--- src/rtl/hazard_ctrl.sv ---
// Five-stage pipeline hazard controller: stall/flush sequencing for memory waits,
// multi-cycle ALU ops, redirects and load-use, plus E-stage operand forwarding.
module hazard_ctrl #(
  parameter int MEM_TIMEOUT = 64,
  parameter int CNT_W       = 32
) (
  input  logic             CLK,
  input  logic             RST_N,
  input  logic [4:0]       Rs1D,
  input  logic [4:0]       Rs2D,
  input  logic [4:0]       Rs1E,
  input  logic [4:0]       Rs2E,
  input  logic [4:0]       RdE,
  input  logic [1:0]       ResultSrcE,
  input  logic             PCSrcE,
  input  logic             MulStartE,
  input  logic             MulDoneE,
  input  logic [4:0]       RdM,
  input  logic [4:0]       RdW,
  input  logic             RegWriteM,
  input  logic             RegWriteW,
  input  logic             MemReqM,
  input  logic             MemReadyM,
  output logic             StallF,
  output logic             StallD,
  output logic             StallE,
  output logic             StallM,
  output logic             FlushD,
  output logic             FlushE,
  output logic             FlushM,
  output logic             FlushW,
  output logic [1:0]       ForwardAE,
  output logic [1:0]       ForwardBE,
  output logic [CNT_W-1:0] StallCount,
  output logic             MemErr
);

  localparam int                WAIT_W    = (MEM_TIMEOUT > 1) ? $clog2(MEM_TIMEOUT) : 1;
  localparam logic [WAIT_W-1:0] WAIT_LAST = WAIT_W'(MEM_TIMEOUT - 1);

  typedef enum logic [1:0] {RUN, MEM_WAIT, MUL_WAIT} state_e;

  state_e             state_q, state_d;
  logic [WAIT_W-1:0]  wait_q, wait_d;
  logic               resume_q, resume_d;
  logic               err_q, err_d;
  logic [CNT_W-1:0]   stall_cnt_q, stall_cnt_d;

  logic mem_cond, mul_busy;
  logic mem_pat, mul_pat, lower_en;
  logic redirect, load_use;

  assign mem_cond = MemReqM && !MemReadyM;
  assign mul_busy = !MulDoneE && ((state_q == MUL_WAIT) || MulStartE);

  // NOTE: every variable gets a default before any branch, so no path can infer a latch.
  always_comb begin
    state_d  = state_q;
    wait_d   = wait_q;
    resume_d = resume_q;
    err_d    = err_q;
    mem_pat  = 1'b0;
    mul_pat  = 1'b0;
    lower_en = 1'b0;
    if (state_q == MEM_WAIT) begin
      if (!MemReadyM && (wait_q != WAIT_LAST)) begin
        mem_pat = 1'b1;
        wait_d  = wait_q + WAIT_W'(1);
      end else begin
        // Ready or abandoned: release now, resume a still-busy multiply afterwards.
        lower_en = 1'b1;
        wait_d   = '0;
        resume_d = 1'b0;
        if (!MemReadyM) err_d = 1'b1;
        state_d  = (resume_q && !MulDoneE) ? MUL_WAIT : RUN;
      end
    end else if (mem_cond) begin
      mem_pat  = 1'b1;
      resume_d = (state_q == MUL_WAIT) && !MulDoneE;
      state_d  = MEM_WAIT;
    end else if (mul_busy) begin
      mul_pat = 1'b1;
      state_d = MUL_WAIT;
    end else begin
      lower_en = 1'b1;
      state_d  = RUN;
    end
  end

  // A redirect squashes the wrong-path instruction in D, so it masks load-use.
  assign redirect = lower_en && PCSrcE;
  assign load_use = lower_en && !PCSrcE && (ResultSrcE == 2'b01) && (RdE != 5'd0) &&
                    ((RdE == Rs1D) || (RdE == Rs2D));

  always_comb begin
    StallF = RST_N && (mem_pat || mul_pat || load_use);
    StallD = RST_N && (mem_pat || mul_pat || load_use);
    StallE = RST_N && (mem_pat || mul_pat);
    StallM = RST_N && mem_pat;
    FlushD = RST_N && redirect;
    FlushE = RST_N && (redirect || load_use);
    FlushM = RST_N && mul_pat;
    FlushW = RST_N && mem_pat;
  end

  always_comb begin
    stall_cnt_d = stall_cnt_q;
    if (StallF && (stall_cnt_q != '1)) stall_cnt_d = stall_cnt_q + CNT_W'(1);
  end

  function automatic logic [1:0] fwd_sel(input logic [4:0] rs);
    if (RegWriteM && (RdM != 5'd0) && (RdM == rs)) return 2'b10;
    if (RegWriteW && (RdW != 5'd0) && (RdW == rs)) return 2'b01;
    return 2'b00;
  endfunction

  assign ForwardAE  = fwd_sel(Rs1E);
  assign ForwardBE  = fwd_sel(Rs2E);
  assign StallCount = stall_cnt_q;
  assign MemErr     = err_q;

  always_ff @(posedge CLK or negedge RST_N) begin
    if (!RST_N) begin
      state_q     <= RUN;
      wait_q      <= '0;
      resume_q    <= 1'b0;
      err_q       <= 1'b0;
      stall_cnt_q <= '0;
    end else begin
      state_q     <= state_d;
      wait_q      <= wait_d;
      resume_q    <= resume_d;
      err_q       <= err_d;
      stall_cnt_q <= stall_cnt_d;
    end
  end

endmodule

--- config.mk ---
export PLATFORM = sky130hd
export DESIGN_NAME = hazard_ctrl
export DESIGN_NICKNAME = d
export VERILOG_FILES = /design/src/rtl/hazard_ctrl.sv
export SDC_FILE = /design/constraint.sdc
export NUM_CORES = 1
export LEC_CHECK = 0
export BUFFER_PORTS_ARGS = -buffer_cell sky130_fd_sc_hd__buf_2
export CAP_MARGIN = 20
export CELL_PAD_IN_SITES_DETAIL_PLACEMENT = 0
export CELL_PAD_IN_SITES_GLOBAL_PLACEMENT = 1
export CORE_MARGIN = 3
export CORE_UTILIZATION = 40
export DETAILED_ROUTE_END_ITERATION = 6
export PLACE_DENSITY = 0.85
export SLEW_MARGIN = 20
export SYNTH_ARGS = -nofsm -noshare
export SYNTH_HDL_FRONTEND = slang
export SYNTH_SLANG_ARGS = --single-unit
--- constraint.sdc ---
create_clock -name CLK -period 4 [get_ports CLK]
set_input_delay 0.4 -clock CLK [delete_from_list [all_inputs] [get_ports CLK]]
set_output_delay 0.4 -clock CLK [all_outputs]
set_load 0.03 [all_outputs]
Yosys cells after proc, flatten, opt, wreduce, memory -nomap -nowiden
Cells that the tools add are included.
{"block": "op_classes", "n_addsub": 2, "eq_ne": 12, "muxes": 33, "bitwise_logic": 2, "reduce_logical": 37}
{"cell": "32-bit by 1-bit adder with 32-bit output (second input constant)", "n": 1}
{"cell": "32-bit inequality test (second input constant)", "n": 1}
{"cell": "5-bit == test", "n": 6}
{"cell": "2-bit 2-to-1 mux", "n": 13}
{"cell": "1-bit logical AND", "n": 23}
{"cell": "1-bit 2-to-1 mux", "n": 19}
{"cell": "5-bit nonzero test", "n": 3}
{"cell": "6-bit by 1-bit adder with 6-bit output (second input constant)", "n": 1}
{"cell": "6-bit 2-to-1 mux", "n": 1}
{"cell": "6-bit inequality test (second input constant)", "n": 1}
{"cell": "1-bit logical OR", "n": 5}
{"cell": "2-bit by 1-bit == test with 1-bit output (second input constant)", "n": 2}
{"cell": "1-bit logical NOT", "n": 3}
{"cell": "3-bit AND reduction", "n": 1}
{"cell": "2-bit == test (second input constant)", "n": 1}
{"cell": "2-bit inequality test (second input constant)", "n": 1}
{"cell": "1-bit NOT", "n": 2}
{"cell": "2-bit AND reduction", "n": 1}
{"cell": "2-bit nonzero test", "n": 1}
{"block": "word_totals", "register_bits": 42, "in_bits": 46, "elab_cells": 91}

Depth between registers and ports, before layout
{"block": "logic_depth", "word_depth": 13, "ltp_mapped": 8, "mapped_depth_nobuf": 7}

Least setup slack after synthesis
OpenSTA, ideal clock, no wires.
{"block": "synth_timing", "path_type": "in2out", "start": "in RdM[1]", "end": "out ForwardAE[0]", "t_arrival_ps": 2337, "slack_ps": 1263, "stages": 4, "n_path_buf": 0, "cell_sequence": "or4_1 > o21ai_0 > nor4_1 > nor4_1"}
{"block": "synth_via", "elab_chain_cells": 5, "word_cells_on_any_way": 6, "cone_classes": "eq/ne (1); mux (2); reduce/logical (3)"}
{"element": "from (decl)", "line": "18", "source": "input logic [4:0] RdM,"}
{"element": "5-bit nonzero test", "line": "112", "source": "if (RegWriteM && (RdM != 5'd0) && (RdM == rs)) return 2'b10;"}
{"element": "1-bit logical AND", "line": "112"}
{"element": "1-bit logical AND *", "line": "112"}
{"element": "1-bit 2-to-1 mux *", "line": "112"}
{"element": "2-bit 2-to-1 mux *", "line": "113", "source": "if (RegWriteW && (RdW != 5'd0) && (RdW == rs)) return 2'b01;"}
{"element": "to (decl)", "line": "32", "source": "output logic [1:0] ForwardAE,"}
Every way passes the cells marked *; elsewhere a longest branch is shown, timed or not.

Worst setup path after layout
{"block": "layout_timing", "start": "reg state_q[1]", "end": "out StallF"}
{"block": "layout_via", "elab_chain_cells": 12, "word_cells_on_any_way": 18, "cone_classes": "eq/ne (2); mux (7); reduce/logical (9)"}
{"element": "from (decl)", "line": "43", "source": "state_e state_q, state_d;"}
{"element": "from (signal assigned)", "line": "130", "source": "state_q <= state_d;"}
{"element": "2-bit == test", "line": "54", "source": "assign mul_busy = !MulDoneE && ((state_q == MUL_WAIT) || MulStartE);"}
{"element": "1-bit logical OR", "line": "54"}
{"element": "1-bit logical AND", "line": "54"}
{"element": "1-bit 2-to-1 mux", "line": "81", "source": "end else if (mul_busy) begin"}
{"element": "1-bit 2-to-1 mux", "line": "77", "source": "end else if (mem_cond) begin"}
{"element": "1-bit 2-to-1 mux", "line": "65", "source": "if (state_q == MEM_WAIT) begin"}
{"element": "1-bit logical AND (4 in series)", "line": "92", "source": "assign load_use = lower_en && !PCSrcE && (ResultSrcE == 2'b01) && (RdE != 5'd0) &&"}
{"element": "1-bit logical OR *", "line": "96", "source": "StallF = RST_N && (mem_pat || mul_pat || load_use);"}
{"element": "1-bit logical AND *", "line": "96"}
{"element": "to (decl)", "line": "24", "source": "output logic StallF,"}
Marks and branches as above.

==> flow_summary.json <==
{
  "final_cell_mix": "buf_2 (90), dfrtp_1 (42), xnor2_1 (37)",
  "routed_wl_mm": 5.982,
  "cp.required_ns": 3.60,
  "rrSetupSlack_ns": 1.46,
  "cts_buffer_depth": 2,
  "timing.max_cap.violations": 0,
  "p_leak_nw": 1.585,
  "drt_iter0_drc": 145,
  "crit_type": "reg -> out",
  "ys_seq_area_share_pct": 40.15,
  "hp-class": "in -> async",
  "cts_num_sinks": 42,
  "finalMaxSlewViolations": 0,
  "cts-root-buf": "clkbuf_8",
  "antenna_found_initial": 0,
  "post-route-period-util_pct": 71.53,
  "first_global_vias": 2270,
  "ys_ff_latch": 42,
  "synth_warnings": 0,
  "h-tree-depth": 2,
  "final_area_sq_mm": 0.003191,
  "vias": 2322,
  "hold_buffers": 0,
  "fin_crit_ns": 2.861,
  "dpl_cell_area_sq_mm": 0.003114,
  "drive_gt1_share_pct": 31.65,
  "slew_headroom_pct": 46.44,
  "synth_area_sq_mm": 0.002618,
  "fin_setup_tns_ns": 0,
  "ir_worst_vdd_mv": 0.1814,
  "core_sq_mm": 0.006131,
  "rows": 28,
  "final_nets": 405,
  "final_common_cell": "buf_2",
  "fmax_mhz": 349.5,
  "cp_max_fo": 22,
  "power.density_mw_per_mm2": 329.2,
  "routed_via_density": 5.375,
  "detail_route.wl_per_cell_um": 13.85,
  "initial_utilization_pct": 42.69,
  "hold_viol": 0,
  "firstDrtPassIters": 4,
  "io-pin-count": 91,
  "grt_pass1_wl_mm": 10.38,
  "diodes": 0,
  "dieArea_sq_mm": 0.007551,
  "grt_setup_unrepaired": "false",
  "hpwlAfterDp_mm": 4.738,
  "fillers": 598,
  "tightest_slew_ns": 0.7996,
  "drc_errors": 0,
  "yosysUniqueCellTypes": 45,
  "cp.arrival_ns": 2.46,
  "netlist_instances": 266,
  "numCtsBuffers": 5,
  "cts_tree": "done",
  "syn_area_per_cell_sq_um": 9.840,
  "io_buffers": 90,
  "cts_resized": 0,
  "syn-num-nets": 314,
  "die_x_um": 86.90,
  "fp.dieH_um": 86.90,
  "clkTransAtPathRegs_ns": 0.07,
  "status": "completed",
  "cp-end-kind": "output port",
  "clk_latency_ns": 0.29,
  "startpoint_type": "flip-flop",
  "setup_viol": 0,
  "grt_use_total_pct": 16.97,
  "grt_overflow": 0,
  "skew_ns": 0.002667,
  "cts_setup_buffers": 0,
  "grt_max_degree": 46,
  "ant_nets": 0,
  "area_growth_pct": 21.89,
  "gp_congestion": 0.7966
}
## metrics by stage
step / utilization, % / hold slack (ns) / instances / power, mW / worst slack [ns]
floorplan: - / 0.1044 / 266 / 0.6984 / 1.263
finish: 52.04 / 0.1903 / 432 / 1.050 / 1.139
global placement: 50.80 / 0.4373 / 425 / 0.8024 / 1.507
CTS: 52.04 / 0.2119 / 432 / 1.066 / 1.114
global route: 52.04 / 0.2582 / 432 / 1.114 / 0.9252
detailed placement: 50.80 / 0.4416 / 425 / 0.8079 / 1.420
## cells in the mapped netlist (all sizes together)
| library cell | instances | area [sq um] |
|---|---|---|
| o31ai | 1 | 7.510 |
| o21ai | 8 | 40.04 |
| nand2b | 3 | 18.77 |
| a22o | 1 | 8.760 |
| a21o | 1 | 7.510 |
| o211ai | 1 | 7.510 |
| nor2 | 20 | 75.07 |
| a221oi | 1 | 15.01 |
| or2 | 2 | 12.51 |
| buf | 6 | 50.04 |
| a22oi | 1 | 7.510 |
| nor4 | 4 | 25.02 |
| dlygate4sd2 | 1 | 8.760 |
| clkbuf | 1 | 3.750 |
| and2 | 4 | 25.03 |
| xor2 | 24 | 210.2 |
| a41oi | 1 | 8.760 |
| ha | 2 | 25.02 |
| a21oi | 2 | 10.01 |
| xnor2 | 37 | 324.1 |
| and4 | 4 | 36.29 |
| mux2i | 2 | 20.02 |
| or4 | 5 | 37.54 |
| and3 | 15 | 100.1 |
| nor3 | 6 | 35.03 |
| nand4 | 18 | 142.6 |
| and3b | 1 | 8.760 |
| a31oi | 3 | 18.77 |
| o211a | 1 | 10.01 |
| dfrtp | 42 | 1051 |
| nand2 | 17 | 63.81 |
| nor3b | 1 | 12.51 |
| mux2 | 1 | 11.26 |
| o22ai | 1 | 20.02 |
| maj3 | 1 | 10.01 |
| inv | 4 | 15.01 |
| nand3 | 22 | 110.1 |
| nor4b | 1 | 23.77 |
## worst max-delay path, stage by stage (launching register included)
cell and delay, ns:
dfrtp_1 0.42, nand2b_1 0.35, a221oi_2 0.40, a21oi_1 0.15
o22ai_4 0.53, buf_2 0.31
## where the power goes
part           switching, mW  total, mW  internal, mW
logic                  0.172      0.279         0.107
clock network          0.136      0.256         0.120
registers             0.0484      0.515         0.467
## cells by family (layout without fill, tap and decap cells)
group	Yosys count	count (layout)	synth area share, %
AND/OR/NAND/NOR	123	123	27.77
buffers and inverters	12	103	2.963
adder cells (fa/ha/maj)	3	3	1.338
multiplexers	3	3	1.195
AO/OA/AOI/OAI	22	22	6.167
flip-flops	42	42	40.15
XOR/XNOR	61	61	20.41
## cell type report
cell class	count	area, sq um	area share, %
inverters	4	15.01	0.4706
clock buffers	7	76.32	2.392
well taps	75	93.84	2.941
repair buffers	92	465.4	14.59
multi-input cells	212	1489	46.67
flip-flops and latches	42	1051	32.94
## layer usage
metal | global-route usage, % | vias up | wire length [um]
met4 | 5.949 | 0 | 92
met3 | 3.311 | 7 | 427
li1 | - | 1132 | -
met1 | 22.15 | 1099 | 2614
met5 | 0 | - | 0
met2 | 27.95 | 84 | 2847
## flip-flops by register name (all words and copies together) (netlist names)
name        flops
resume_q        1
MemErr          1
wait_q          6
state_q         2
StallCount     32
## worst paths after layout
kind                       cells after the start       start              to
setup reg to reg                               7  state_q[1]   StallCount[8]
min in group CLK                               2   MemReadyM      state_q[0]
hold reg to reg                                1      MemErr          MemErr
setup / recovery                               5  state_q[1]          StallF
hold / removal                                 2       RST_N   StallCount[7]
max in group asynchronous                      2       RST_N  StallCount[30]
No activity file was read; power rests on OpenSTA's default activity.
